--- src/rtl/tsn_switch_pkg.sv ---
// Shared definitions for the switch lookup path.
// Contents:
//   MAC_W        - MAC address width
//   PORT_FIELD_W - width of the stored port bitmap (covers the widest src_port)
//   AGE_FIELD_W  - width of the stored age counter (covers AGE_BITS up to 8)
//   GROUP_BIT    - index of the group/multicast bit inside a MAC
//   lut_entry_t  - one table entry {valid, mac, port, age}
//   flood_mask() - every port except the one the frame came in on
package tsn_switch_pkg;

  localparam int MAC_W        = 48;
  localparam int PORT_FIELD_W = 16;
  localparam int AGE_FIELD_W  = 8;
  localparam int GROUP_BIT    = 0;

  // Port and age fields are stored at their widest size so one entry type
  // fits every parameterisation; unused upper bits are always zero.
  typedef struct packed {
    logic                    valid;
    logic [MAC_W-1:0]        mac;
    logic [PORT_FIELD_W-1:0] port;
    logic [AGE_FIELD_W-1:0]  age;
  } lut_entry_t;

  // Caller truncates the result to its own port count.
  function automatic logic [PORT_FIELD_W-1:0] flood_mask(input logic [PORT_FIELD_W-1:0] src_port);
    return ~src_port;
  endfunction

endpackage

--- src/rtl/mac_port_lut_if.sv ---
// Bus between the header parser (master) and the output-port lookup (slave).
// Signals:
//   dst_mac/dst_lut_flag  - lookup request (flag is a one-cycle pulse)
//   src_mac/src_lut_flag  - learn request (flag is a one-cycle pulse)
//   src_port              - one-hot ingress port, low NUM_QUEUES bits meaningful
//   dst_ports             - resolved output-port bitmap, valid with lookup_valid
//   lookup_valid          - one-cycle result pulse
//   lookup_hit            - destination was found in the table
//   lut_full              - every table entry is in use
interface mac_port_lut_if #(
  parameter int NUM_QUEUES = 4
);
  import tsn_switch_pkg::*;

  logic [MAC_W-1:0]      dst_mac;
  logic                  dst_lut_flag;
  logic [MAC_W-1:0]      src_mac;
  logic                  src_lut_flag;
  logic [15:0]           src_port;
  logic [NUM_QUEUES-1:0] dst_ports;
  logic                  lookup_valid;
  logic                  lookup_hit;
  logic                  lut_full;

  modport master (
    output dst_mac, dst_lut_flag, src_mac, src_lut_flag, src_port,
    input  dst_ports, lookup_valid, lookup_hit, lut_full
  );

  modport slave (
    input  dst_mac, dst_lut_flag, src_mac, src_lut_flag, src_port,
    output dst_ports, lookup_valid, lookup_hit, lut_full
  );

endinterface

--- src/rtl/mac_lut_age_timer.sv ---
// Aging prescaler for the MAC table.
// Ports:
//   clk   - clock
//   reset - asynchronous, active-high reset
//   tick  - high for one cycle every AGE_TICK_CYCLES cycles (the wrap cycle)
module mac_lut_age_timer #(
  parameter int AGE_TICK_CYCLES = 1000000
) (
  input  logic clk,
  input  logic reset,
  output logic tick
);

  localparam int               CNT_W = $clog2(AGE_TICK_CYCLES);
  localparam logic [CNT_W-1:0] LAST  = CNT_W'(AGE_TICK_CYCLES - 1);

  logic [CNT_W-1:0] count;

  assign tick = (count == LAST);

  always_ff @(posedge clk or posedge reset) begin
    if (reset) begin
      count <= '0;
    end else if (tick) begin
      count <= '0;
    end else begin
      count <= count + 1'b1;
    end
  end

endmodule

--- src/rtl/mac_port_lut.sv ---
// Output-port lookup stage: fully associative MAC table that learns
// {source MAC -> ingress port}, resolves destination MACs to a port bitmap,
// ages out idle entries and replaces round-robin when full.
// Ports:
//   clk   - clock
//   reset - asynchronous, active-high reset
//   bus   - mac_port_lut_if slave: learn/lookup requests in, result and
//           lut_full out (all outputs registered)
module mac_port_lut
  import tsn_switch_pkg::*;
#(
  parameter int NUM_QUEUES      = 4,
  parameter int LUT_DEPTH       = 8,
  parameter int AGE_BITS        = 3,
  parameter int AGE_TICK_CYCLES = 1000000
) (
  input  logic           clk,
  input  logic           reset,
  mac_port_lut_if.slave  bus
);

  localparam int                     IDX_W    = $clog2(LUT_DEPTH);
  localparam logic [AGE_FIELD_W-1:0] AGE_FULL = AGE_FIELD_W'((1 << AGE_BITS) - 1);

  lut_entry_t lut [LUT_DEPTH];
  logic [IDX_W-1:0] rr_ptr;
  logic             tick;

  logic [NUM_QUEUES-1:0]   in_port;
  logic [PORT_FIELD_W-1:0] in_port_field;

  logic             dst_hit;
  logic [IDX_W-1:0] dst_idx;
  logic             src_hit;
  logic [IDX_W-1:0] src_idx;
  logic             free_found;
  logic [IDX_W-1:0] free_idx;
  logic             all_valid;
  logic             learn_en;
  logic             learn_replace;
  logic [IDX_W-1:0] learn_idx;

  logic [NUM_QUEUES-1:0] ports_q;
  logic                  valid_q;
  logic                  hit_q;
  logic                  full_q;

  mac_lut_age_timer #(
    .AGE_TICK_CYCLES (AGE_TICK_CYCLES)
  ) u_age_timer (
    .clk   (clk),
    .reset (reset),
    .tick  (tick)
  );

  assign in_port       = bus.src_port[NUM_QUEUES-1:0];
  assign in_port_field = PORT_FIELD_W'(in_port);

  // Match search for both requests against the current (pre-write) table,
  // so a lookup in the same cycle as a learn never sees the new entry.
  always_comb begin
    dst_hit    = 1'b0;
    dst_idx    = '0;
    src_hit    = 1'b0;
    src_idx    = '0;
    free_found = 1'b0;
    free_idx   = '0;
    all_valid  = 1'b1;
    for (int i = 0; i < LUT_DEPTH; i++) begin
      if (lut[i].valid && lut[i].mac == bus.dst_mac) begin
        dst_hit = 1'b1;
        dst_idx = IDX_W'(i);
      end
      if (lut[i].valid && lut[i].mac == bus.src_mac) begin
        src_hit = 1'b1;
        src_idx = IDX_W'(i);
      end
      if (!lut[i].valid) begin
        all_valid = 1'b0;
      end
    end
    // Walk downward so the lowest-index free slot is the one that sticks.
    for (int i = LUT_DEPTH - 1; i >= 0; i--) begin
      if (!lut[i].valid) begin
        free_found = 1'b1;
        free_idx   = IDX_W'(i);
      end
    end
  end

  // Group sources and port-less requests are never learned.
  assign learn_en      = bus.src_lut_flag && !bus.src_mac[GROUP_BIT] && (in_port != '0);
  assign learn_replace = learn_en && !src_hit && !free_found;
  assign learn_idx     = src_hit ? src_idx : (free_found ? free_idx : rr_ptr);

  // Table state: aging first, then the learn write so a refresh on a tick
  // cycle leaves the entry valid with full age.
  always_ff @(posedge clk or posedge reset) begin
    if (reset) begin
      for (int i = 0; i < LUT_DEPTH; i++) begin
        lut[i] <= '0;
      end
      rr_ptr <= '0;
    end else begin
      for (int i = 0; i < LUT_DEPTH; i++) begin
        if (tick && lut[i].valid && lut[i].age != '0) begin
          lut[i].age <= lut[i].age - 1'b1;
          if (lut[i].age == AGE_FIELD_W'(1)) begin
            lut[i].valid <= 1'b0;
          end
        end
      end
      if (learn_en) begin
        lut[learn_idx].valid <= 1'b1;
        lut[learn_idx].mac   <= bus.src_mac;
        lut[learn_idx].port  <= in_port_field;
        lut[learn_idx].age   <= AGE_FULL;
      end
      // Depth is a power of two, so the pointer wraps naturally.
      if (learn_replace) begin
        rr_ptr <= rr_ptr + 1'b1;
      end
    end
  end

  // Registered lookup result; lut_full trails the table by one cycle.
  always_ff @(posedge clk or posedge reset) begin
    if (reset) begin
      valid_q <= 1'b0;
      hit_q   <= 1'b0;
      ports_q <= '0;
      full_q  <= 1'b0;
    end else begin
      valid_q <= bus.dst_lut_flag;
      full_q  <= all_valid;
      if (bus.dst_lut_flag) begin
        if (!bus.dst_mac[GROUP_BIT] && dst_hit) begin
          hit_q <= 1'b1;
          // Never send a frame back out of the port it arrived on.
          if (lut[dst_idx].port == in_port_field) begin
            ports_q <= '0;
          end else begin
            ports_q <= lut[dst_idx].port[NUM_QUEUES-1:0];
          end
        end else begin
          hit_q   <= 1'b0;
          ports_q <= NUM_QUEUES'(flood_mask(bus.src_port));
        end
      end
    end
  end

  assign bus.dst_ports    = ports_q;
  assign bus.lookup_valid = valid_q;
  assign bus.lookup_hit   = hit_q;
  assign bus.lut_full     = full_q;

endmodule
--- src/flat_wrapper.sv ---
// flat-port wrapper written by rule: the top's interface ports become plain ports
module mac_port_lut_flat import tsn_switch_pkg::*;
#(
  parameter int NUM_QUEUES      = 4,
  parameter int LUT_DEPTH       = 8,
  parameter int AGE_BITS        = 3,
  parameter int AGE_TICK_CYCLES = 1000000
)
  (clk, reset, bus_dst_mac, bus_dst_lut_flag, bus_src_mac, bus_src_lut_flag, bus_src_port, bus_dst_ports, bus_lookup_valid, bus_lookup_hit, bus_lut_full);
  mac_port_lut_if #(.NUM_QUEUES(NUM_QUEUES)) bus_i ();
  input  logic clk;
  input  logic reset;
  input wire logic [$bits(bus_i.dst_mac)-1:0] bus_dst_mac;
  input wire logic [$bits(bus_i.dst_lut_flag)-1:0] bus_dst_lut_flag;
  input wire logic [$bits(bus_i.src_mac)-1:0] bus_src_mac;
  input wire logic [$bits(bus_i.src_lut_flag)-1:0] bus_src_lut_flag;
  input wire logic [$bits(bus_i.src_port)-1:0] bus_src_port;
  output wire logic [$bits(bus_i.dst_ports)-1:0] bus_dst_ports;
  output wire logic [$bits(bus_i.lookup_valid)-1:0] bus_lookup_valid;
  output wire logic [$bits(bus_i.lookup_hit)-1:0] bus_lookup_hit;
  output wire logic [$bits(bus_i.lut_full)-1:0] bus_lut_full;
  assign bus_i.dst_mac = bus_dst_mac;
  assign bus_i.dst_lut_flag = bus_dst_lut_flag;
  assign bus_i.src_mac = bus_src_mac;
  assign bus_i.src_lut_flag = bus_src_lut_flag;
  assign bus_i.src_port = bus_src_port;
  assign bus_dst_ports = bus_i.dst_ports;
  assign bus_lookup_valid = bus_i.lookup_valid;
  assign bus_lookup_hit = bus_i.lookup_hit;
  assign bus_lut_full = bus_i.lut_full;
  mac_port_lut #(.NUM_QUEUES(NUM_QUEUES), .LUT_DEPTH(LUT_DEPTH), .AGE_BITS(AGE_BITS), .AGE_TICK_CYCLES(AGE_TICK_CYCLES)) u_core (.clk(clk), .reset(reset), .bus(bus_i));
endmodule
--- config.mk ---
export PLATFORM = sky130hd
export DESIGN_NAME = mac_port_lut_flat
export DESIGN_NICKNAME = d
export VERILOG_FILES = /design/src/rtl/tsn_switch_pkg.sv /design/src/rtl/mac_port_lut_if.sv /design/src/rtl/mac_lut_age_timer.sv /design/src/rtl/mac_port_lut.sv /design/src/flat_wrapper.sv
export SDC_FILE = /design/constraint.sdc
export NUM_CORES = 2
export LEC_CHECK = 0
export CAP_MARGIN = 20
export CORE_MARGIN = 8
export CORE_UTILIZATION = 30
export CTS_CLUSTER_DIAMETER = 40
export CTS_CLUSTER_SIZE = 14
export DETAILED_ROUTE_END_ITERATION = 10
export PLACE_DENSITY_LB_ADDON = 0.2
export SYNTH_ARGS = -nofsm -noshare
export SYNTH_HDL_FRONTEND = slang
export SYNTH_SLANG_ARGS = --single-unit
--- constraint.sdc ---
create_clock -name clk -period 23.9 [get_ports clk]
set_clock_uncertainty 0.2 [all_clocks]
set_input_delay 4.78 -clock clk [delete_from_list [all_inputs] [get_ports clk]]
set_output_delay 4.78 -clock clk [all_outputs]
set_load 0.05 [all_outputs]
==> results_dict.tcl <==
set metrics [dict create \
    fin_crit_ns 9.71 \
    crit_type "input port to register" \
    path_buf_inv 2 \
    syn_area_mm2 0.0356 \
    synth_top_cell_by_area "dfrtp_1" \
    totalWireLength_um 144000 \
    holdWs_ns 0.278 \
    synth_edf_count 0 \
    antenna_found_initial 6 \
    cts.clk_slew.worst_paths_ns 0.05 \
    maxSlewViolCount 0 \
    synth_warnings 0 \
    synth-seq-cells 614 \
    core_mm2 0.118 \
    drive_gt1_share_pct 20.9 \
    dp.cells 4832 \
    synth-xor-area-share_pct 19.2 \
    num_rows 126 \
    end_kind "register" \
    tritoncts "done" \
    wl_per_cell_um 28.5 \
    maxCapViolCount 0 \
    grt_max_degree 154 \
    ys_seq_area_share_pct 43.1 \
    crit_path_start_kind "input port" \
    start_util_pct 30.2 \
    tns_ns 0 \
    drtIter0Drc 2532 \
    cts.sinks 614 \
    grt_overflow 0 \
    area_growth_pct 19.4 \
    setup_viol 0 \
    synth_cell_types 84 \
    cts_buffer_depth 3 \
    synth_cells 3300 \
    synth_ff_type "dfrtp_1" \
    gp_congestion 0.922 \
    grt_pass1_wl_um 204000 \
    yosys.area.top_type_share_pct 43.1 \
    fin_cells 5053 \
    postCtsResizedCells 0 \
    whs_path_depth 1 \
    grt_pass1_vias 26900 \
    syn-num-nets 3434 \
    hold_viol_final 0 \
    worstPathMaxFanout 68 \
    dieArea_mm2 0.130 \
    status "completed" \
    rr_worst_depth 12 \
    p_per_area_mw_per_mm2 118 \
    min_to "u_core.rr_ptr[2]$_DFFE_PP0P_" \
    tightest_slew_ns 1.26 \
    worstPathArrival_ns 10.05 \
    synthAdderAreaFrac_pct 0.632 \
    drc 0 \
    synth.avg_cell_area_um2 10.8 \
    rsz0062_at_grt "no" \
    peakVddDrop_mv 0.0573 \
    synth_top_family_by_area "XOR/XNOR gates" \
    regToRegSetupSlack_ns 18.89 \
    post-dp-hpwl_um 94100 \
    h-tree-depth 3 \
    async_flop_share_pct 100 \
    portBuffers 110 \
    crit_slowest_cell "clkdlybuf4s50_1" \
    postCtsSetupBuffers 0 \
    clock_latency_ns 0.69 \
    vias_per_cell 5.31 \
    detail_route.first_pass.iterations 7 \
    boundaryPins 123 \
    cts_buffers 116 \
    max_freq_mhz 103 \
    die_w_um 361 \
    cp_data_required_time_ns 24.24 \
    postRouteAntennaNets 0 \
    final_net_count 3551 \
    leakagePower_nw 18.4 \
    slowest_delay_ns 0.81 \
    yosys.area_share.simple_pct 15.2 \
    track_usage_pct 21.6 \
    ys_top_cells_by_area "dfrtp_1 (43%), mux2_2 (11%), xor2_1 (10%), xnor2_1 (8.7%), nor4_1 (3.0%)" \
    cts_root_buf "clkbuf_16" \
    relSlewSlack_pct 16.0 \
    synth-compound-area-share_pct 3.79 \
    hold_path.class "register to register" \
    num_vias 26800 \
    die_h_um 361 \
    finalCritPeriodShare_pct 40.6 \
    critPathTopFamily "simple AND/OR/NAND/NOR gates" \
    crit_chain "clkdlybuf4s50_1 > buf_4 > xnor2_1 > nand4_1 > a2111oi_0 > nand3_1 > nor4_1 > or2_2 > nor2_1 > or2_1 > nor2_4 > nand2_4 > mux2_2" \
    hold_buffers 0 \
    synthMuxAreaShare_pct 13.8 \
    min_from "u_core.rr_ptr[2]$_DFFE_PP0P_" \
]
==> logic make-up after synthesis <==
| logic type | Yosys count |
|---|---|
| muxes | 427 |
| DFF | 614 |
| buffers and inverters | 328 |
| AOI/OAI and AO/OA | 199 |
| xor gates and xnor gates | 779 |
| adders and majority gates | 18 |
| and+or+nand+nor | 935 |
==> cell usage in the layout (no fill, tap or decap), types with 105 or more instances in the layout <==
| master | count |
|---|---|
| dfrtp_1 | 614 |
| xor2_1 | 427 |
| xnor2_1 | 352 |
| mux2_2 | 338 |
| nor4_1 | 168 |
| nand4_1 | 139 |
| clkbuf_16 | 117 |
| and2_1 | 112 |
| nand2_1 | 105 |
| clkdlybuf4s50_1 | 105 |
| buf_4 | 105 |
==> how the worst max path moves through the flow <==
stage	startpoint	cells after the start	end	slack (ns)
floorplan	reset	1	async pin	1.73
global placement	bus_src_mac[25]	13	register	12.92
detailed placement	bus_src_mac[25]	13	register	13.57
CTS	bus_src_mac[25]	13	register	14.28
global route	bus_src_mac[25]	13	register	13.95
finish	bus_src_mac[25]	13	register	14.19
==> per-stage QoR <==
stage | area, µm² | util (%) | power (W) | setup slack, ns
floorplan | 35600 | - | 0.00285 | 1.73
global placement | 38400 | 32.6 | 0.00327 | 12.92
detailed placement | 38400 | 32.6 | 0.00329 | 13.57
CTS | 42400 | 36.0 | 0.00501 | 14.28
global route | 42500 | 36.1 | 0.00525 | 13.95
finish | 42500 | 36.1 | 0.00500 | 14.19
==> area by class of cell <==
cell class / count / area [µm²]
clock inverters: 73 / 868
diodes: 1 / 2.50
fillers: 11900 / 75400
flip-flops and latches: 614 / 15400
multi-input cells: 2358 / 18800
well taps: 1536 / 1920
inverters: 106 / 405
repair buffers: 221 / 2000
clock buffers: 144 / 3160
==> synth_stat cells, types with 5 or more instances <==
master       n
nand4_1    139
inv_1      105
and3_1      12
buf_2      128
mux2_2     338
or2_2        6
nor3_1      48
a211oi_1     5
o21ai_1      7
a21oi_1     55
clkbuf_1    53
buf_4       12
o2111ai_1   13
dfrtp_1    614
nor4_1     169
nand2_2      5
buf_1       17
and2_1     112
and4_1       7
nand3_1     74
ha_1        18
o22ai_1     21
nor4bb_1     5
nand2_1    109
a41o_1       5
nor2b_1     14
o21ai_0     33
mux2_4      42
xnor2_1    352
buf_6       11
nand2b_1    68
nor2_1      82
o211ai_1    11
xor2_1     427
nor4b_1     10
or3_1        9
or4_1       36
nand4b_1     9
mux2i_1     43
==> report_power, final <==
part | internal (W) | switching [W] | leakage [nW]
clock network | 0.00109 | 0.000600 | 1.93
logic | 0.000753 | 0.000731 | 8.84
registers | 0.00140 | 0.000423 | 7.62
==> metal layers <==
metal,wire length [µm],vias up,part of all wire [%],track usage (%)
li1,-,11800,-,-
met1,64800,13800,45,30.5
met2,62000,1065,43,32.3
met3,11500,253,8.0,4.77
met4,5780,0,4.0,8.18
met5,0,-,0,0
Power figures use the tool's default switching activity.
